==> config.mk <==
export PLATFORM = sky130hd
export DESIGN_NAME = datapath_ctrl
export DESIGN_NICKNAME = d
export VERILOG_FILES = /design/src/rtl/datapath_ctrl.sv
export SDC_FILE = /design/constraint.sdc
export NUM_CORES = 1
export LEC_CHECK = 0
export BUFFER_PORTS_ARGS = -buffer_cell sky130_fd_sc_hd__buf_2
export CORE_AREA = 2 2 39 41
export DETAILED_ROUTE_END_ITERATION = 16
export DIE_AREA = 0 0 41 43
export GPL_ROUTABILITY_DRIVEN = 0
export PLACE_DENSITY = 0.69
export SKIP_CTS_REPAIR_TIMING = 1
export SYNTH_ARGS = -nofsm -noshare
export SYNTH_HDL_FRONTEND = slang
export SYNTH_SLANG_ARGS = --single-unit
==> constraint.sdc <==
create_clock -name clk -period 1.6 [get_ports clk]
set_input_delay 0.08 -clock clk [delete_from_list [all_inputs] [get_ports clk]]
set_output_delay 0.08 -clock clk [all_outputs]
set_load 0.02 [all_outputs]
==> src/rtl/datapath_ctrl.sv <==
// ----------------------------------------------------------------------------
// datapath_ctrl
//   Multi-cycle control FSM for a 16-bit, 8-register load/store datapath.
//   Each instruction walks FETCH -> DECODE -> EXEC -> (MEM) -> (WB) and
//   returns to FETCH. A JALR with a non-zero immediate parks the block in
//   HALT until reset.
//
// Ports
//   clk       in   clock; all state changes on its rising edge
//   rst       in   synchronous, active-high reset
//   instr     in   instruction-register contents, opcode in instr[15:13]
//   mem_ack   in   memory completion for the outstanding mem_req
//   alu_eq    in   datapath equality flag (outa == outb)
//   mux_rt    out  1: src2 address from instr[2:0], 0: from instr[12:10]
//   mux_outa  out  1: register src1, 0: left-shifted immediate
//   mux_outb  out  1: register src2, 0: sign-extended imm7
//   alu_op    out  00 add, 01 nand, 10 pass-a, 11 compare
//   ir_we     out  instruction-register write strobe
//   reg_we    out  register-file write strobe (never writes r0)
//   pc_we     out  program-counter write strobe
//   mem_req   out  memory request
//   mem_we    out  memory write (valid with mem_req)
//   pc_sel    out  00 pc+1, 01 pc+1+simm7, 10 src1 register value
//   wb_sel    out  00 ALU result, 01 memory read data, 10 pc+1
//   halted    out  high while in HALT
//
//   Outputs are decoded combinationally from the state register, instr and
//   the two handshake inputs. mem_ack and alu_eq have to steer ir_we/pc_we
//   in the same cycle to meet the zero-wait latencies (ALU 4, LW 5, SW 4,
//   BEQ 3, JALR 3 cycles).
// ----------------------------------------------------------------------------
module datapath_ctrl (
    input  logic        clk,
    input  logic        rst,
    input  logic [15:0] instr,
    input  logic        mem_ack,
    input  logic        alu_eq,
    output logic        mux_rt,
    output logic        mux_outa,
    output logic        mux_outb,
    output logic [1:0]  alu_op,
    output logic        ir_we,
    output logic        reg_we,
    output logic        pc_we,
    output logic        mem_req,
    output logic        mem_we,
    output logic [1:0]  pc_sel,
    output logic [1:0]  wb_sel,
    output logic        halted
);

    localparam int unsigned OP_W  = 3;
    localparam int unsigned SEL_W = 2;
    localparam int unsigned REG_W = 3;
    localparam int unsigned IMM_W = 7;

    // Opcode map (instr[15:13])
    localparam logic [OP_W-1:0] OP_ADD  = 3'd0;
    localparam logic [OP_W-1:0] OP_ADDI = 3'd1;
    localparam logic [OP_W-1:0] OP_NAND = 3'd2;
    localparam logic [OP_W-1:0] OP_LUI  = 3'd3;
    localparam logic [OP_W-1:0] OP_SW   = 3'd4;
    localparam logic [OP_W-1:0] OP_LW   = 3'd5;
    localparam logic [OP_W-1:0] OP_BEQ  = 3'd6;
    localparam logic [OP_W-1:0] OP_JALR = 3'd7;

    localparam logic [SEL_W-1:0] ALU_ADD  = 2'b00;
    localparam logic [SEL_W-1:0] ALU_NAND = 2'b01;
    localparam logic [SEL_W-1:0] ALU_PASS = 2'b10;
    localparam logic [SEL_W-1:0] ALU_CMP  = 2'b11;

    localparam logic [SEL_W-1:0] PC_INC    = 2'b00;
    localparam logic [SEL_W-1:0] PC_BRANCH = 2'b01;
    localparam logic [SEL_W-1:0] PC_REG    = 2'b10;

    localparam logic [SEL_W-1:0] WB_ALU = 2'b00;
    localparam logic [SEL_W-1:0] WB_MEM = 2'b01;
    localparam logic [SEL_W-1:0] WB_PC1 = 2'b10;

    typedef enum logic [2:0] {
        S_FETCH  = 3'd0,
        S_DECODE = 3'd1,
        S_EXEC   = 3'd2,
        S_MEM    = 3'd3,
        S_WB     = 3'd4,
        S_HALT   = 3'd5
    } state_e;

    state_e state_q;
    state_e state_d;

    // Instruction fields
    logic [OP_W-1:0]  opcode;
    logic [REG_W-1:0] reg_a;
    logic [IMM_W-1:0] imm7;
    logic             is_sw;
    logic             is_lw;
    logic             dest_is_r0;
    logic             jalr_halt;
    logic             unused_instr_bits;

    assign opcode     = instr[15:13];
    assign reg_a      = instr[12:10];
    assign imm7       = instr[6:0];
    assign is_sw      = (opcode == OP_SW);
    assign is_lw      = (opcode == OP_LW);
    assign dest_is_r0 = (reg_a == REG_W'(0));
    // JALR with a non-zero immediate is the halt encoding
    assign jalr_halt  = (imm7 != IMM_W'(0));
    // regB is routed by the datapath muxes, not inspected here
    assign unused_instr_bits = ^instr[9:7];

    // Per-opcode operand routing, held from DECODE through WB
    logic             dec_rt;
    logic             dec_outa;
    logic             dec_outb;
    logic [SEL_W-1:0] dec_alu_op;

    always_comb begin
        dec_rt     = 1'b0;
        dec_outa   = 1'b1;
        dec_outb   = 1'b0;
        dec_alu_op = ALU_ADD;
        case (opcode)
            OP_ADD: begin
                dec_rt   = 1'b1;
                dec_outb = 1'b1;
            end
            OP_NAND: begin
                dec_rt     = 1'b1;
                dec_outb   = 1'b1;
                dec_alu_op = ALU_NAND;
            end
            OP_ADDI, OP_LW, OP_SW: begin
                // src2 address from regA doubles as store-data source for SW
                dec_rt   = 1'b0;
                dec_outb = 1'b0;
            end
            OP_LUI: begin
                // don't-care selects parked at 0
                dec_outa   = 1'b0;
                dec_alu_op = ALU_PASS;
            end
            OP_BEQ: begin
                dec_outb   = 1'b1;
                dec_alu_op = ALU_CMP;
            end
            OP_JALR: begin
                dec_outb = 1'b0;
            end
            default: begin
                dec_rt = 1'b0;
            end
        endcase
    end

    // State register; reset wins over any handshake in the same cycle
    always_ff @(posedge clk) begin
        if (rst) begin
            state_q <= S_FETCH;
        end else begin
            state_q <= state_d;
        end
    end

    // Next-state logic
    always_comb begin
        state_d = state_q;
        case (state_q)
            S_FETCH: begin
                if (mem_ack) begin
                    state_d = S_DECODE;
                end
            end
            S_DECODE: begin
                state_d = S_EXEC;
            end
            S_EXEC: begin
                case (opcode)
                    OP_LW, OP_SW: state_d = S_MEM;
                    OP_BEQ:       state_d = S_FETCH;
                    OP_JALR:      state_d = jalr_halt ? S_HALT : S_FETCH;
                    default:      state_d = S_WB;
                endcase
            end
            S_MEM: begin
                if (mem_ack) begin
                    state_d = is_sw ? S_FETCH : S_WB;
                end
            end
            S_WB: begin
                state_d = S_FETCH;
            end
            S_HALT: begin
                state_d = S_HALT;
            end
            default: begin
                state_d = S_FETCH;
            end
        endcase
    end

    // Output decode; everything idles at 0 while rst is high
    logic reg_we_raw;

    always_comb begin
        mux_rt     = 1'b0;
        mux_outa   = 1'b0;
        mux_outb   = 1'b0;
        alu_op     = ALU_ADD;
        ir_we      = 1'b0;
        reg_we_raw = 1'b0;
        pc_we      = 1'b0;
        mem_req    = 1'b0;
        mem_we     = 1'b0;
        pc_sel     = PC_INC;
        wb_sel     = WB_ALU;
        halted     = 1'b0;

        if (!rst) begin
            if (state_q inside {S_DECODE, S_EXEC, S_MEM, S_WB}) begin
                mux_rt   = dec_rt;
                mux_outa = dec_outa;
                mux_outb = dec_outb;
                alu_op   = dec_alu_op;
            end

            case (state_q)
                S_FETCH: begin
                    mem_req = 1'b1;
                    ir_we   = mem_ack;
                end
                S_EXEC: begin
                    if (opcode == OP_BEQ) begin
                        pc_we  = 1'b1;
                        pc_sel = alu_eq ? PC_BRANCH : PC_INC;
                    end else if ((opcode == OP_JALR) && !jalr_halt) begin
                        // link and jump in one cycle
                        reg_we_raw = 1'b1;
                        wb_sel     = WB_PC1;
                        pc_we      = 1'b1;
                        pc_sel     = PC_REG;
                    end
                end
                S_MEM: begin
                    mem_req = 1'b1;
                    mem_we  = is_sw;
                    // SW retires on the ack; LW still needs its WB cycle
                    pc_we   = mem_ack && is_sw;
                end
                S_WB: begin
                    reg_we_raw = 1'b1;
                    pc_we      = 1'b1;
                    wb_sel     = is_lw ? WB_MEM : WB_ALU;
                end
                S_HALT: begin
                    halted = 1'b1;
                end
                default: begin
                    halted = 1'b0;
                end
            endcase
        end
    end

    // r0 is hard-wired: suppress any write addressed to it
    assign reg_we = reg_we_raw && !dest_is_r0;

endmodule

==> run_results.csv <==
group,metric,value,unit
logic_synthesis,yosysUniqueCellTypes,32,
logic_synthesis,netlist_instances,63,
grt,grt_start_max_net_pins,14,
pwr,power_leakage,0.000304,uW
worst_setup_path,path_class,"reg -> out",
sta,max_slew_margin,73.0,%
cells_and_area,largest_reg_flops,3,
logic_synthesis,seq_area_frac_synth,13.8,%
die,io-pin-count,35,
cells_and_area,stdcell_count,111,
sta,fin_skew,0.0000251,ns
sta,maxSlewViolCount,0,
clock_tree,clk_latency,0.23,ns
clock_tree,tritoncts,"done",
worst_setup_path,crit_path_max_incr_delay,0.42,ns
clock_tree,cts_made_buffers,3,
place,io_buffers,31,
sta,tns,0,ns
worst_setup_path,worstPathCellList,"nand3b_1, a2111o_1, a21oi_1, buf_4",
pwr,powerDensity,623,nW/um2
logic_synthesis,syn-num-nets,83,
worst_setup_path,crit_path_max_fanout,11,
cells_and_area,nets,116,
worst_setup_path,crit_buf_inv,1,
route,avgViaCountPerCell,5.09,
cells_and_area,top_register,"state_q",
route,drc,0,
die,core,1380,um2
grt,grt_antenna_before_repair,0,
min_path,hold_path.class,"in -> reg",
die,core.rowCount,14,
sta,fmax,654,MHz
status,outcome,"completed",
route,drtPass1Iterations,4,
route,drt_iter0_markers,13,
clock_tree,clock-sinks,3,
clock_tree,path_clk_slew,0.04,ns
logic_synthesis,yosysTopAreaCell,"dfxtp_1",
worst_setup_path,arrival,1.45,ns
sta,finalSetupViolations,0,
run,max-cap-violations,0,
logic_synthesis,synth-seq-cells,3,
cells_and_area,final_cell_mix,"30 x buf_2, 6 x nand2_1, 5 x nor3_1, 5 x nor2_1, 4 x a21oi_1",
worst_setup_path,startpoint_type,"register",
grt,grt_pass1_wl,1790,um
worst_setup_path,crit_required,1.52,ns
worst_setup_path,endpoint_kind,"output pin",
logic_synthesis,ys_warn_count,0,
logic_synthesis,synth_area_per_cell,6.91,um2
die,initial_utilization,31.5,%
sta,tightest_slew,0.399,ns
cells_and_area,antenna_cells,0,
route,ant_nets,0,
worst_setup_path,worst_path_max_delay_cell,"dfxtp_2",
grt,track_usage,14.0,%
die,die-area,1760,um2
cells_and_area,layout_top_registers,"state_q x3",
place,dp_hpwl,912,um
cells_and_area,final_layout_size_suffix_gt1_share,46.3,%
logic_synthesis,synth_area_leaders,"dfxtp_1 14%, nor3_1 6.9%, nand2b_1 5.7%, nand2_1 5.2%, nor2_1 5.2%",
die,fp.dieW,41,um
clock_tree,cts-root-buf,"clkbuf_4",
logic_synthesis,netlist_area,435,um2
route,totalWireLength,1210,um
route,wl_per_cell,10.9,um
cells_and_area,final_common_cell,"buf_2",
place,place_inst,107,
pwr,vdd_drop_max,445,uV
route,vias,565,
die,die_h,43,um
grt,grt.overflow.total,0,
sta,final-hold-violation-count,0,
worst_setup_path,path_delay_family,"compound AO/OA/AOI/OAI gates",
logic_synthesis,yosys.area.top_type_share,13.8,%
sta,post-route-period-util,95.5,%
sta,rsz0062_at_grt,"yes",
clock_tree,htreeDepth,1,
sta,finalCriticalPeriod,1.53,ns
grt,grt_pass1_vias,461,
clock_tree,clockBufferDepth,2,
cells_and_area,area_delta_synth_final,50.3,%
==> per-layer routing <==
| metal | global-route usage, % | share of wire (%) |
|---|---|---|
| met1 | 21.0 | 49 |
| met2 | 19.4 | 46 |
| met3 | 3.14 | 5.3 |
| met4 | 4.00 | 0 |
| met5 | 0 | 0 |
==> logic make-up after synthesis <==
group / Yosys count / share of synthesized area [%]
and+or+nand+nor: 36 / 51.4
AOI/OAI and AO/OA: 15 / 24.1
buffers and inverters: 7 / 6.61
DFF: 3 / 13.8
xor gates and xnor gates: 2 / 4.02
==> final cells by class <==
| cell class | instances | area, um2 |
|---|---|---|
| sequential | 3 | 62.6 |
| inverter | 3 | 11.3 |
| tap | 16 | 20.0 |
| clock buffer | 4 | 26.3 |
| fill | 150 | 729 |
| timing repair buffer | 32 | 165 |
| multi-input combinational | 53 | 369 |
==> final timing paths <==
path | endpoint | cells after the start | start | slack [ns]
min reg2reg | state_q[1]$_SDFFE_PP0P_ | 2 | state_q[2]$_SDFFE_PP0P_ | 0.58
max | pc_we | 4 | state_q[0]$_SDFFE_PP0P_ | 0.07
min | state_q[1]$_SDFFE_PP0P_ | 2 | rst | 0.20
max reg2reg | state_q[0]$_SDFFE_PP0P_ | 4 | state_q[1]$_SDFFE_PP0P_ | 0.23
==> per-stage QoR <==
stage	power (uW)	instance area, um2	util (%)	setup slack, ns	hold WS [ns]
after CTS	400	627	45.3	-0.0753	0.208
after detailed placement	263	601	43.4	0.140	0.453
after global routing	440	654	47.3	-0.0340	0.224
final	408	654	47.3	0.0712	0.202
after global placement	260	601	43.4	0.141	0.445
after floorplan	208	435	-	0.00531	0.243
==> report_power, final <==
group / internal, uW / switching, uW / leakage, uW
registers: 84.8 / 18.3 / 0.0000253
clock network: 93.3 / 36.9 / 0.0000150
logic: 76.1 / 98.0 / 0.000264
==> worst reg2reg max path: stages (launching register included) <==
cell,delay (ns)
dfxtp_2,0.41
inv_1,0.09
or3_1,0.38
a221oi_1,0.29
o21a_1,0.15
==> Yosys cell counts <==
| cell type | instances |
|---|---|
| o21a_1 | 2 |
| clkbuf_1 | 2 |
| nor3b_1 | 1 |
| and3_1 | 2 |
| nor4_4 | 1 |
| o21bai_1 | 2 |
| nand2b_1 | 4 |
| a22oi_1 | 1 |
| o21ai_0 | 1 |
| nand3b_1 | 1 |
| nor4b_1 | 2 |
| or4_4 | 1 |
| or3_1 | 1 |
| xor2_1 | 1 |
| o41ai_1 | 1 |
| a21boi_1 | 1 |
| a221oi_1 | 1 |
| xnor2_1 | 1 |
| nor4bb_1 | 1 |
| dfxtp_1 | 3 |
| inv_1 | 3 |
| nor3_1 | 6 |
| nand3_1 | 1 |
| and3b_1 | 1 |
| a31oi_1 | 1 |
| a21oi_1 | 4 |
| nor3_2 | 1 |
| nand2_1 | 6 |
| a2111o_1 | 1 |
| nor2b_1 | 1 |
| buf_2 | 2 |
| nor2_1 | 6 |
(Power assumes the default switching activity.)
